$ cat src/rtl/rom_loader.sv
// ROM download bridge: buffers data_io bytes in a small FIFO and writes each one
// to SDRAM port1 or port2 (tile ROM) over a toggle req/ack handshake.
module rom_loader #(
  parameter logic [24:0] TILE_BASE   = 25'h40000,
  parameter logic [7:0]  ROM_INDEX   = 8'd0,
  parameter int unsigned FIFO_DEPTH  = 4,
  parameter int unsigned ACK_TIMEOUT = 255
) (
  input  logic        clk_sys,
  input  logic        reset_n,
  input  logic        ioctl_downl,
  input  logic [7:0]  ioctl_index,
  input  logic        ioctl_wr,
  input  logic [24:0] ioctl_addr,
  input  logic [7:0]  ioctl_dout,
  output logic        port1_req,
  input  logic        port1_ack,
  output logic [22:0] port1_a,
  output logic [1:0]  port1_ds,
  output logic [15:0] port1_d,
  output logic        port1_we,
  output logic        port2_req,
  input  logic        port2_ack,
  output logic [22:0] port2_a,
  output logic [1:0]  port2_ds,
  output logic [15:0] port2_d,
  output logic        port2_we,
  output logic        rom_loaded,
  output logic        busy,
  output logic        overflow,
  output logic        timeout
);

  localparam int unsigned PTR_W = (FIFO_DEPTH > 1) ? $clog2(FIFO_DEPTH) : 1;
  localparam int unsigned CNT_W = PTR_W + 1;
  localparam int unsigned TMO_W = 8;

  typedef struct packed {
    logic [24:0] addr;
    logic [7:0]  data;
  } fifo_entry_t;

  typedef enum logic {IDLE = 1'b0, WAIT_ACK = 1'b1} state_t;

  state_t            state, state_d;
  fifo_entry_t       mem [FIFO_DEPTH];
  fifo_entry_t       head_c;
  logic [PTR_W-1:0]  wr_ptr, rd_ptr;
  logic [CNT_W-1:0]  count, count_d_c;
  logic [TMO_W-1:0]  tmo_cnt, tmo_next_c;
  logic [24:0]       off_c;
  logic              wr_last, downl_last, sel, done;
  logic              push_c, push_ok_c, drop_c, pop_c, tmo_hit_c;
  logic              empty_c, full_c, sel_c, ack_match_c;
  logic              downl_rise_c, downl_fall_c;
  logic              unused_off;

  // Capture qualification and FIFO bookkeeping
  assign push_c       = ioctl_wr & ~wr_last & ioctl_downl & (ioctl_index == ROM_INDEX);
  assign empty_c      = (count == '0);
  assign full_c       = (count == CNT_W'(FIFO_DEPTH));
  assign push_ok_c    = push_c & (~full_c | pop_c);
  assign drop_c       = push_c & full_c & ~pop_c;
  assign count_d_c    = count + CNT_W'(push_ok_c) - CNT_W'(pop_c);
  assign head_c       = mem[rd_ptr];
  assign sel_c        = (head_c.addr >= TILE_BASE);
  assign off_c        = head_c.addr - TILE_BASE;
  assign unused_off   = ^{off_c[24], off_c[0]};
  assign ack_match_c  = sel ? (port2_ack == port2_req) : (port1_ack == port1_req);
  assign tmo_next_c   = tmo_cnt + TMO_W'(1);
  assign downl_rise_c = ioctl_downl & ~downl_last;
  assign downl_fall_c = ~ioctl_downl & downl_last;

  // Dispatcher next-state
  always_comb begin
    state_d   = state;
    pop_c     = 1'b0;
    tmo_hit_c = 1'b0;
    case (state)
      IDLE: begin
        if (!empty_c) begin
          pop_c   = 1'b1;
          state_d = WAIT_ACK;
        end
      end
      WAIT_ACK: begin
        if (ack_match_c) begin
          state_d = IDLE;
        end else if (tmo_next_c == TMO_W'(ACK_TIMEOUT)) begin
          tmo_hit_c = 1'b1;
          state_d   = IDLE;
        end
      end
      default: state_d = IDLE;
    endcase
  end

  // FIFO storage carries no reset; occupancy is tracked by count
  always_ff @(posedge clk_sys) begin
    if (push_ok_c) mem[wr_ptr] <= '{addr: ioctl_addr, data: ioctl_dout};
  end

  always_ff @(posedge clk_sys or negedge reset_n) begin
    if (!reset_n) begin
      state      <= IDLE;
      wr_ptr     <= '0;
      rd_ptr     <= '0;
      count      <= '0;
      tmo_cnt    <= '0;
      wr_last    <= 1'b0;
      downl_last <= 1'b0;
      sel        <= 1'b0;
      done       <= 1'b0;
      rom_loaded <= 1'b0;
      busy       <= 1'b0;
      overflow   <= 1'b0;
      timeout    <= 1'b0;
      port1_req  <= 1'b0;
      port1_a    <= '0;
      port1_ds   <= '0;
      port1_d    <= '0;
      port1_we   <= 1'b0;
      port2_req  <= 1'b0;
      port2_a    <= '0;
      port2_ds   <= '0;
      port2_d    <= '0;
      port2_we   <= 1'b0;
    end else begin
      state      <= state_d;
      wr_last    <= ioctl_wr;
      downl_last <= ioctl_downl;
      count      <= count_d_c;
      busy       <= (count_d_c != '0) || (state_d != IDLE);
      port1_we   <= ioctl_downl;
      port2_we   <= ioctl_downl;
      if (push_ok_c) wr_ptr <= wr_ptr + PTR_W'(1);
      // Issue: load only the selected port, the other one holds
      if (pop_c) begin
        rd_ptr  <= rd_ptr + PTR_W'(1);
        sel     <= sel_c;
        tmo_cnt <= '0;
        if (sel_c) begin
          port2_a   <= off_c[23:1];
          port2_ds  <= {head_c.addr[0], ~head_c.addr[0]};
          port2_d   <= {head_c.data, head_c.data};
          port2_req <= ~port2_req;
        end else begin
          port1_a   <= head_c.addr[23:1];
          port1_ds  <= {head_c.addr[0], ~head_c.addr[0]};
          port1_d   <= {head_c.data, head_c.data};
          port1_req <= ~port1_req;
        end
      end else if (state == WAIT_ACK) begin
        tmo_cnt <= tmo_next_c;
      end
      // Completion tracking; a new download restarts the status flags
      if (downl_rise_c) begin
        rom_loaded <= 1'b0;
        done       <= 1'b0;
        overflow   <= 1'b0;
        timeout    <= 1'b0;
      end else begin
        if (downl_fall_c) done <= 1'b1;
        if (done && empty_c && (state == IDLE)) begin
          rom_loaded <= 1'b1;
          done       <= 1'b0;
        end
      end
      if (drop_c)    overflow <= 1'b1;
      if (tmo_hit_c) timeout  <= 1'b1;
    end
  end

endmodule

$ cat config.mk
export PLATFORM = sky130hd
export DESIGN_NAME = rom_loader
export DESIGN_NICKNAME = d
export VERILOG_FILES = /design/src/rtl/rom_loader.sv
export SDC_FILE = /design/constraint.sdc
export NUM_CORES = 1
export LEC_CHECK = 0
export ABC_AREA = 1
export BUFFER_PORTS_ARGS = -buffer_cell sky130_fd_sc_hd__buf_2
export CORE_ASPECT_RATIO = 0.75
export CORE_MARGIN = 3
export CORE_UTILIZATION = 56
export DETAILED_ROUTE_END_ITERATION = 6
export GPL_TIMING_DRIVEN = 0
export HOLD_SLACK_MARGIN = 0.06
export PLACE_DENSITY = 0.79
export REMOVE_ABC_BUFFERS = 1
export SETUP_SLACK_MARGIN = 0.15
export SLEW_MARGIN = 20
export SYNTH_ARGS = -nofsm -noshare
export SYNTH_HDL_FRONTEND = slang
export SYNTH_SLANG_ARGS = --single-unit
$ cat constraint.sdc
create_clock -name clk_sys -period 3.83 [get_ports clk_sys]
set_input_delay 1.149 -clock clk_sys [delete_from_list [all_inputs] [get_ports clk_sys]]
set_output_delay 1.149 -clock clk_sys [all_outputs]
set_load 0.005 [all_outputs]
==> results.md <==
- WL per Instance: 15.6 µm
- First-pass GRT wire length: 26,900 µm
- Clock Sinks: 224
- DRC: 0
- Cell row count: 39
- Final Routed Wirelength: 16,900 µm
- GPL Wtd Cong: 0.762
- Tcrit/Tclk final: 0.858
- Gate Count Post-Synth: 742
- Pins Over Slew Limit: 0
- Syn. warnings: 0
- Final Setup Violations: 0
- Die area: 0.0175 mm²
- Layout Skew: 0.0107 ns
- VDD IR max: 0.451 mV
- Vias in the first global route: 5,336
- Die width: 152 µm
- Core area: 0.0154 mm²
- Layout cell share with drive strength beyond 1: 0.237
- Mapped cell area: 0.00891 mm²
- Startpoint class of the critical path: flop
- Fin nets: 915
- Max Clk Rate: 0.304 GHz
- Hold WC Path Type: reg -> reg
- Largest net degree at the start of global routing: 69
- Pwr Density: 702 mW/mm²
- Leak: 4.48 nW
- DRT antenna net count: 0
- Final Hold Viols: 0
- TNS Setup: 0 ns
- Crit path arrival time: 3.66 ns
- Relative slew slack: 0.307
- Largest fanout on the critical path: 68
- Antenna violations before repair: 4
- Inserted Clock Buffers: 21
- Routed via count: 5,590
- Total GRT Usage: 0.196
- Reg clk slew, reported paths: 0.06 ns
- Synth-to-layout area growth: 16.8%
- Worst setup EP type: flop
- CTS Buffer Depth: 3
- Sequential area share after synthesis: 0.703
- DR iter-0 viols: 410
- Synth cell types: 31
- CTS resizes: 0
- H-tree levels: 1
- IO Port Bufs: 136
- Total setup buffers inserted after CTS: 0
- Ports: 137
- Required time of the critical path: 4.21 ns
- Commonest non-fill, non-tap cell in the layout: nand2_1
- Actual slew at the worst max-slew pin: 1.04 ns
- Critical path type: reg -> reg
- N_diodes: 0
- # fillers: 1,134
- Final HPWL DP: 10,500 µm
- Final Cell Area: 0.0104 mm²
- DP Area: 0.00975 mm²
- RSZ-0062 raised after global routing: false
- Hold buffer count at CTS: 0
- Status: complete, no violations
- Root Driver: clkbuf_16
- Syn_area_per_cell: 12.0 µm²
- Die Y: 115 µm
- Final min period: 3.28 ns
- Initial Util: 0.578
- Synthesis-stage register bit count: 224
- Gr ovfl total: 0
- Most frequent cells in the layout: nand2_1 (217), buf_2 (135), edfxtp_1 (132)
- Clock Latency Late Sink: 0.49 ns
- CTS tree: yes
- Design Power: 7.31 mW
- Vias/cell: 5.19
- Max cap viols: 0
- Initial DRT Pass Iterations: 5
## metrics by stage
| step | cells | hold WS [ns] | util | setup slack [ns] |
|---|---|---|---|---|
| after floorplan | 691 | 0.460 | - | -0.652 |
| after global placement | 1032 | 0.444 | 0.618 | -2.67 |
| after detailed placement | 1039 | 0.449 | 0.632 | 0.148 |
| after CTS | 1077 | 0.467 | 0.675 | 0.540 |
| after global routing | 1077 | 0.492 | 0.675 | 0.188 |
| final | 1077 | 0.467 | 0.675 | 0.545 |
## power breakdown
group          switching [mW]  leakage (nW)  internal (mW)  total, mW
combinational            1.27          1.79          0.857       2.13
clock                   0.822         0.326           1.14       1.96
sequential              0.330          2.36           2.89       3.22
## registers in the layout (all words and copies together) (netlist names), 2 cells and up
name / flops
port2_a: 23
port1_d: 8
rd_ptr: 2
port2_d: 8
wr_ptr: 2
port1_ds: 2
port2_ds: 2
tmo_cnt: 8
mem: 132
count: 3
port1_a: 23
## final cells by class
class                      count  area, µm²  area share
clock buffer                  29        586      0.0563
clock inverter                 9       75.1     0.00721
inverter                      42        160      0.0154
multi-input combinational    425       2210       0.213
sequential                   224       6270       0.603
tap                          205        256      0.0246
timing repair buffer         143        847      0.0814
## per-layer routing
layer / GRT usage / vias up / part of all wire
met5: 0 / - / 0.0028
li1: - / 2762 / -
met4: 0.0425 / 8 / 0.018
met2: 0.316 / 148 / 0.46
met1: 0.273 / 2637 / 0.44
met3: 0.0508 / 35 / 0.081
## synth_stat cells, drive strengths merged
master  count  area share
a32o       25       0.028
clkbuf     11      0.0046
buf        40       0.031
o21ai      67       0.042
nand3      27       0.016
a32oi       1     0.00098
inv        42       0.018
o22ai       2      0.0014
xnor2       4      0.0039
ha         10       0.014
xor2        8      0.0079
and2        1     0.00070
nor3        4      0.0022
nor2       16      0.0073
a21oi      28       0.016
nor4        1     0.00070
nand2     228       0.099
edfxtp    132        0.44
nand4       1     0.00070
fa          1      0.0022
dfrtp      92        0.26
o21bai      1     0.00084
## critical path, cell delays in order, from the launching register on
cell	delay [ns]
dfrtp_4	0.91
inv_4	0.46
nand2_1	0.15
nand3_1	0.08
nand2_1	0.22
nand2_1	0.09
nor2_2	0.19
nand3_4	0.57
o21ai_0	0.39
## final timing paths
kind                             startpoint           to  slack [ns]  depth (start not counted)
worst max-delay path              rd_ptr[0]  port1_d[13]        0.55                          8
worst min-delay path            port1_a[21]  port1_a[21]        0.47                          2
worst max register to register    rd_ptr[0]  port1_d[13]        0.55                          8
worst min register to register  port1_a[21]  port1_a[21]        0.47                          2
max in group asynchronous           reset_n  port2_d[14]        2.67                          2
min in group asynchronous           reset_n         done        0.59                          1
## cell families after synthesis
family                   after synthesis  synth area share
AO/OA/AOI/OAI                        124            0.0889
adder cells (fa/ha/maj)               11            0.0163
flip-flops                           224             0.703
buffers and inverters                 93            0.0536
XOR/XNOR                              12            0.0118
AND/OR/NAND/NOR                      278             0.126
No activity file was read; power rests on OpenSTA's default activity.
